`src/rtl/rng_uniform_if.sv`:
```
// Purpose : handshake bundle between rng_uniform and its consumer (sample stream + reseed).
// Latency : none, plain wires.
// Backpressure: out_ready from the consumer holds out_valid/out_value in the source.
//
// Signals:
//   seed_load  consumer -> source  load seed_in into the LFSR this cycle
//   seed_in    consumer -> source  new seed (zero means "use the default seed")
//   out_ready  consumer -> source  consumer accepts out_value
//   out_valid  source -> consumer  out_value holds an unconsumed sample
//   out_value  source -> consumer  sample in 0..MAX_VALUE
interface rng_uniform_if #(
   parameter int WIDTH = 16,
   parameter int OUT_W = 5
);
   logic             seed_load;
   logic [WIDTH-1:0] seed_in;
   logic             out_ready;
   logic             out_valid;
   logic [OUT_W-1:0] out_value;

   // master: the random source
   modport master (
      input  seed_load,
      input  seed_in,
      input  out_ready,
      output out_valid,
      output out_value
   );

   // slave: the consumer of samples
   modport slave (
      output seed_load,
      output seed_in,
      output out_ready,
      input  out_valid,
      input  out_value
   );
endinterface

```
`src/rtl/rng_uniform.sv`:
```
// Purpose : uniform random values in 0..MAX_VALUE from a Fibonacci LFSR, using rejection sampling.
// Latency : first sample 1 cycle after reset release; each rejected candidate adds 1 cycle.
// Backpressure: sample holds while out_valid && !out_ready; the LFSR keeps stepping regardless.
//
// Ports:
//   clk           rising-edge clock
//   rst_n         asynchronous active-low reset
//   bus           rng_uniform_if.master (seed_load, seed_in, out_ready, out_valid, out_value)
//   reject_count  16-bit saturating count of rejected candidates
//                 (present only when RNG_REJECT_CNT_EN is defined)
//
// Parameters:
//   WIDTH      LFSR width (>= OUT_W, >= 2)
//   TAPS       feedback mask, bit i set means lfsr[i] feeds the XOR
//   MAX_VALUE  largest value emitted (>= 1)
//   SEED       reset and fallback LFSR state (non-zero)
// Optional feature macro: RNG_REJECT_CNT_EN
module rng_uniform #(
   parameter int unsigned      WIDTH     = 16,
   parameter logic [WIDTH-1:0] TAPS      = 16'hD008,
   parameter int unsigned      MAX_VALUE = 17,
   parameter logic [WIDTH-1:0] SEED      = {{(WIDTH-1){1'b0}}, 1'b1}
) (
   input  logic          clk,
   input  logic          rst_n,
   rng_uniform_if.master bus
`ifdef RNG_REJECT_CNT_EN
   ,
   output logic [15:0]   reject_count
`endif
);

   localparam int OUT_W = $clog2(MAX_VALUE + 1);

   // Two-state view of the output slot.
   typedef enum logic {
      EMPTY = 1'b0,
      FULL  = 1'b1
   } state_t;

   state_t           state;
   logic [WIDTH-1:0] lfsr;
   logic [WIDTH-1:0] lfsr_next;
   logic [WIDTH-1:0] seed_eff;
   logic [OUT_W-1:0] cand;
   logic             cand_ok;
   logic             slot_free;
   logic             out_valid_q;
   logic [OUT_W-1:0] out_value_q;

   // Next LFSR state. An all-zero register would stay stuck forever, so it is
   // pulled back to SEED; with a maximal-length TAPS this never triggers.
   always_comb begin
      lfsr_next = {lfsr[WIDTH-2:0], ^(lfsr & TAPS)};
      if (lfsr == '0) begin
         lfsr_next = SEED;
      end
   end

   // A zero seed would lock the LFSR, so it is replaced with SEED.
   assign seed_eff = (bus.seed_in == '0) ? SEED : bus.seed_in;

   // Candidate comes from the pre-shift state; values above MAX_VALUE are
   // thrown away rather than folded with a modulo, keeping the output uniform.
   assign cand    = lfsr[OUT_W-1:0];
   assign cand_ok = (cand <= OUT_W'(MAX_VALUE));

   // Slot can take a new sample if it is empty or is being drained this cycle.
   assign slot_free = !out_valid_q || bus.out_ready;

   // Slot FSM, LFSR and registered outputs. seed_load wins over everything:
   // the slot empties, out_value keeps its old contents, and a handshake in
   // the same cycle still counts as a completed transfer on the consumer side.
   always_ff @(posedge clk or negedge rst_n) begin
      if (!rst_n) begin
         state       <= EMPTY;
         lfsr        <= SEED;
         out_valid_q <= 1'b0;
         out_value_q <= '0;
      end else if (bus.seed_load) begin
         state       <= EMPTY;
         lfsr        <= seed_eff;
         out_valid_q <= 1'b0;
      end else begin
         // Free-running: steps even while the sample is stalled.
         lfsr <= lfsr_next;
         case (state)
            EMPTY: begin
               if (cand_ok) begin
                  state       <= FULL;
                  out_valid_q <= 1'b1;
                  out_value_q <= cand;
               end
            end
            FULL: begin
               if (bus.out_ready) begin
                  if (cand_ok) begin
                     out_value_q <= cand;
                  end else begin
                     state       <= EMPTY;
                     out_valid_q <= 1'b0;
                  end
               end
            end
            default: begin
               state       <= EMPTY;
               out_valid_q <= 1'b0;
            end
         endcase
      end
   end

   assign bus.out_valid = out_valid_q;
   assign bus.out_value = out_value_q;

`ifdef RNG_REJECT_CNT_EN
   // Saturating reject counter; survives seed_load, cleared only by reset.
   always_ff @(posedge clk or negedge rst_n) begin
      if (!rst_n) begin
         reject_count <= '0;
      end else if (slot_free && !bus.seed_load && !cand_ok && (reject_count != 16'hFFFF)) begin
         reject_count <= reject_count + 16'd1;
      end
   end
`endif

endmodule
```
`src/flat_wrapper.sv`:
```
// flat-port wrapper written by rule: the top's interface ports become plain ports
module rng_uniform_flat 
#(
   parameter int unsigned      WIDTH     = 16,
   parameter logic [WIDTH-1:0] TAPS      = 16'hD008,
   parameter int unsigned      MAX_VALUE = 17,
   parameter logic [WIDTH-1:0] SEED      = {{(WIDTH-1){1'b0}}, 1'b1}
)
  (clk, rst_n, bus_seed_load, bus_seed_in, bus_out_ready, bus_out_valid, bus_out_value);
  rng_uniform_if #(.WIDTH(WIDTH)) bus_i ();
  input  logic clk;
  input  logic rst_n;
  input wire logic [$bits(bus_i.seed_load)-1:0] bus_seed_load;
  input wire logic [$bits(bus_i.seed_in)-1:0] bus_seed_in;
  input wire logic [$bits(bus_i.out_ready)-1:0] bus_out_ready;
  output wire logic [$bits(bus_i.out_valid)-1:0] bus_out_valid;
  output wire logic [$bits(bus_i.out_value)-1:0] bus_out_value;
  assign bus_i.seed_load = bus_seed_load;
  assign bus_i.seed_in = bus_seed_in;
  assign bus_i.out_ready = bus_out_ready;
  assign bus_out_valid = bus_i.out_valid;
  assign bus_out_value = bus_i.out_value;
  rng_uniform #(.WIDTH(WIDTH), .TAPS(TAPS), .MAX_VALUE(MAX_VALUE), .SEED(SEED)) u_core (.clk(clk), .rst_n(rst_n), .bus(bus_i));
endmodule
```
`config.mk`:
```
export PLATFORM = sky130hd
export DESIGN_NAME = rng_uniform_flat
export DESIGN_NICKNAME = d
export VERILOG_FILES = /design/src/rtl/rng_uniform_if.sv /design/src/rtl/rng_uniform.sv /design/src/flat_wrapper.sv
export SDC_FILE = /design/constraint.sdc
export NUM_CORES = 1
export LEC_CHECK = 0
export CAP_MARGIN = 30
export CORE_ASPECT_RATIO = 0.7
export CORE_MARGIN = 5
export CORE_UTILIZATION = 50
export CTS_CLUSTER_SIZE = 14
export DETAILED_ROUTE_END_ITERATION = 12
export PLACE_DENSITY_LB_ADDON = 0.1
export SYNTH_ARGS = -nofsm -noshare
export SYNTH_HDL_FRONTEND = slang
export SYNTH_SLANG_ARGS = --single-unit
export TNS_END_PERCENT = 30
```
`constraint.sdc`:
```
create_clock -name clk -period 2.65 [get_ports clk]
set_input_delay 0.3975 -clock clk [delete_from_list [all_inputs] [get_ports clk]]
set_output_delay 0.3975 -clock clk [all_outputs]
set_load 0.01 [all_outputs]
```
==> out/summary.txt <==
outcome: finished, final reports clean
register bit total from synthesis: 23
post-route non-filler standard cell count: 123
Worst Reg-to-Reg Cells: 3
Synth area leaders: dfrtp_1 (55%), mux2_2 (20%), nor4_1 (3.8%)
Placed Area: 1270 µm²
vias in the first global route: 698
FF-to-FF End: u_core.bus.out_value[2]
Longest Clk Path Bufs: 2
Hold Buf Count CTS: 0
Mapped Avg Cell Area: 13.8 µm²
most frequent cell after synthesis: dfrtp_1
gr ovfl total: 0
Layout area overhead: 31.3%
Sw Ratio: 26.6%
Worst EP required: 2.25 ns
total power: 0.810 mW
Top FF cell, synth: dfrtp_1
Synth top cells by count: dfrtp_1 (22), mux2_2 (18), nor4_1 (6)
share of Yosys cell area claimed by the top area cell type: 55.5%
WP depth: 1
Die W: 63.2 µm
layout cells sized above 1: 25.7%
Setup crit end: bus_out_valid
Flop pwr share: 55.2%
sequential area share after synthesis: 58.1%
synthesized area: 992 µm²
yosys warns: 0
Initial DRT Pass Iterations: 4
initial antenna violation count: 0
footprint of the multi-input gates: 387 µm²
vias: 671
register area: 577 µm²
Worst Setup End Kind: output port
CTS Buf Count: 3
Startpoint Class: flop
largest net degree at the start of global routing: 24
post-cts sizing count: 0
Switch Pwr: 0.215 mW
worst setup margin: 1.02 ns
syn_nets: 93
R2R Path Start: u_core.lfsr[3]
worst hold path class: primary input to async pin
pre-CTS worst setup slack: 0.939 ns
Filler Cell Count: 137
crit path max fanout: 3
clock network power share: 19.5%
Pleak: 0.528 nW
Pwr Density: 622 nW/µm²
CP Class: flop to output port
Die Ht: 47.3 µm
RSZ-0062 raised after global routing: no
1st-iter DRT viols: 11
Final Cell Area: 1300 µm²
num ports: 26
relative slew slack: 73.8%
Final Critical Period: 1.63 ns
logic gate share of total power: 25.3%
clk root buf: clkbuf_4
slowest stage delay, CP: 0.54 ns
CP top delay family: buffers and inverters
Die Area: 2990 µm²
worst setup path startpoint: u_core.bus.out_valid
CTS tree: yes
GRT Util Overall: 15.5%
DRT Wirelength: 2010 µm
Power Internal: 0.595 mW
number of buffers and inverters on the critical path: 1
max_cap viols: 0
fin util: 69.6%
final period utilization: 61.4%
# setup viols final: 0
Slew @ Worst Pin: 0.392 ns
CTS sink count: 23
number of port buffers: 25
Highest Clock Rate: 615 MHz
post-DR vias/cell: 5.46
Detail Placement HPWL: 1550 µm
Setup Total Neg Slack: 0 ns
global-route wire length before repair: 3410 µm
gpl congestion: 0.779
placed cells: 119
CP Cell Sequence: clkdlybuf4s50_1
synth unique cells: 23
Initial Util: 53.0%
Core Area: 1870 µm²
Worst Skew: 0.00357 ns
worst path arrival time: 1.23 ns
Post-synth EDFFs: 0
H-Tree Depth: 1
largest area contributor in the netlist: dfrtp_1
R2R setup slack: 1.08 ns
# DRC: 0
asr flop ratio synth: 100%
n_diodes: 0
average routed wire per standard cell: 16.3 µm
DRT antenna net count: 0
VDD IR max: 0.000429 V
CP max stage cell: clkdlybuf4s50_1
Clock Pin Slew Worst Setup and Hold Paths: 0.12 ns
Final nets: 123
Gate Count Post-Synth: 72
post-CTS setup buffer count: 0
worst hold slack: 0.422 ns
Worst-Skew Late Latency: 0.31 ns
Hold Violations, Final: 0
Core Rows: 13
max-slew violation count: 0
area by class of cell:
type / count / share of cell area, %
Sequential cell: 23 / 44.3
Multi-Input combinational cell: 42 / 29.7
Timing Repair Buffer: 27 / 20.4
Tap cell: 22 / 2.11
Clock buffer: 3 / 1.73
Inverter: 5 / 1.44
Clock inverter: 1 / 0.384
layout by cell type, fill, tap and decap left out, types with 2 or more instances in the layout:
master | Yosys | final
clkbuf_4 | 0 | 3
inv_1 | 5 | 5
clkdlybuf4s50_1 | 0 | 25
dfrtp_1 | 22 | 22
buf_4 | 0 | 2
mux2_2 | 18 | 18
nand2_1 | 2 | 2
nor4_1 | 6 | 6
routing by layer:
layer	wire, µm	GRT usage (%)	vias up
li1	-	-	329
met1	1030	21.5	328
met2	877	23.3	12
met3	89	5.98	2
met4	12	3.73	0
met5	0	0	-
power groups by stage:
| stage | Sequential [mW] | Clock, mW | Combinational (mW) |
|---|---|---|---|
| 5_1_grt | 0.454 | 0.180 | 0.224 |
| 4_1_cts | 0.447 | 0.165 | 0.207 |
| 6_report | 0.447 | 0.158 | 0.205 |
| 3_5_place_dp | 0.454 | 0 | 0.206 |
| 3_3_place_gp | 0.452 | 0 | 0.203 |
| 2_1_floorplan | 0.457 | 0 | 0.0859 |
flip-flops by register name (all words and copies together) (netlist names):
register and count:
u_core.bus.out_valid 1, u_core.bus.out_value 5, u_core.lfsr 16, u_core.state 1
worst min-delay path by stage:
stage                     depth (start not counted)  slack (ns)                    to    startpoint
after CTS                                         2        0.42        u_core.lfsr[9]         rst_n
after floorplan                                   0        0.10  u_core.bus.out_valid         rst_n
after global placement                            1        0.48  u_core.bus.out_valid  u_core.state
after global routing                              2        0.44        u_core.lfsr[9]         rst_n
final                                             2        0.42        u_core.lfsr[9]         rst_n
after detailed placement                          1        0.49  u_core.bus.out_valid  u_core.state
cells by family after synthesis:
family | synth area share, %
flops | 58.1
simple gates | 9.59
buf+inv | 2.90
xor+xnor | 1.77
fa+ha+maj | 1.26
compound gates | 5.93
mux | 20.4
Note: power is estimated with default switching activity, not from simulation.
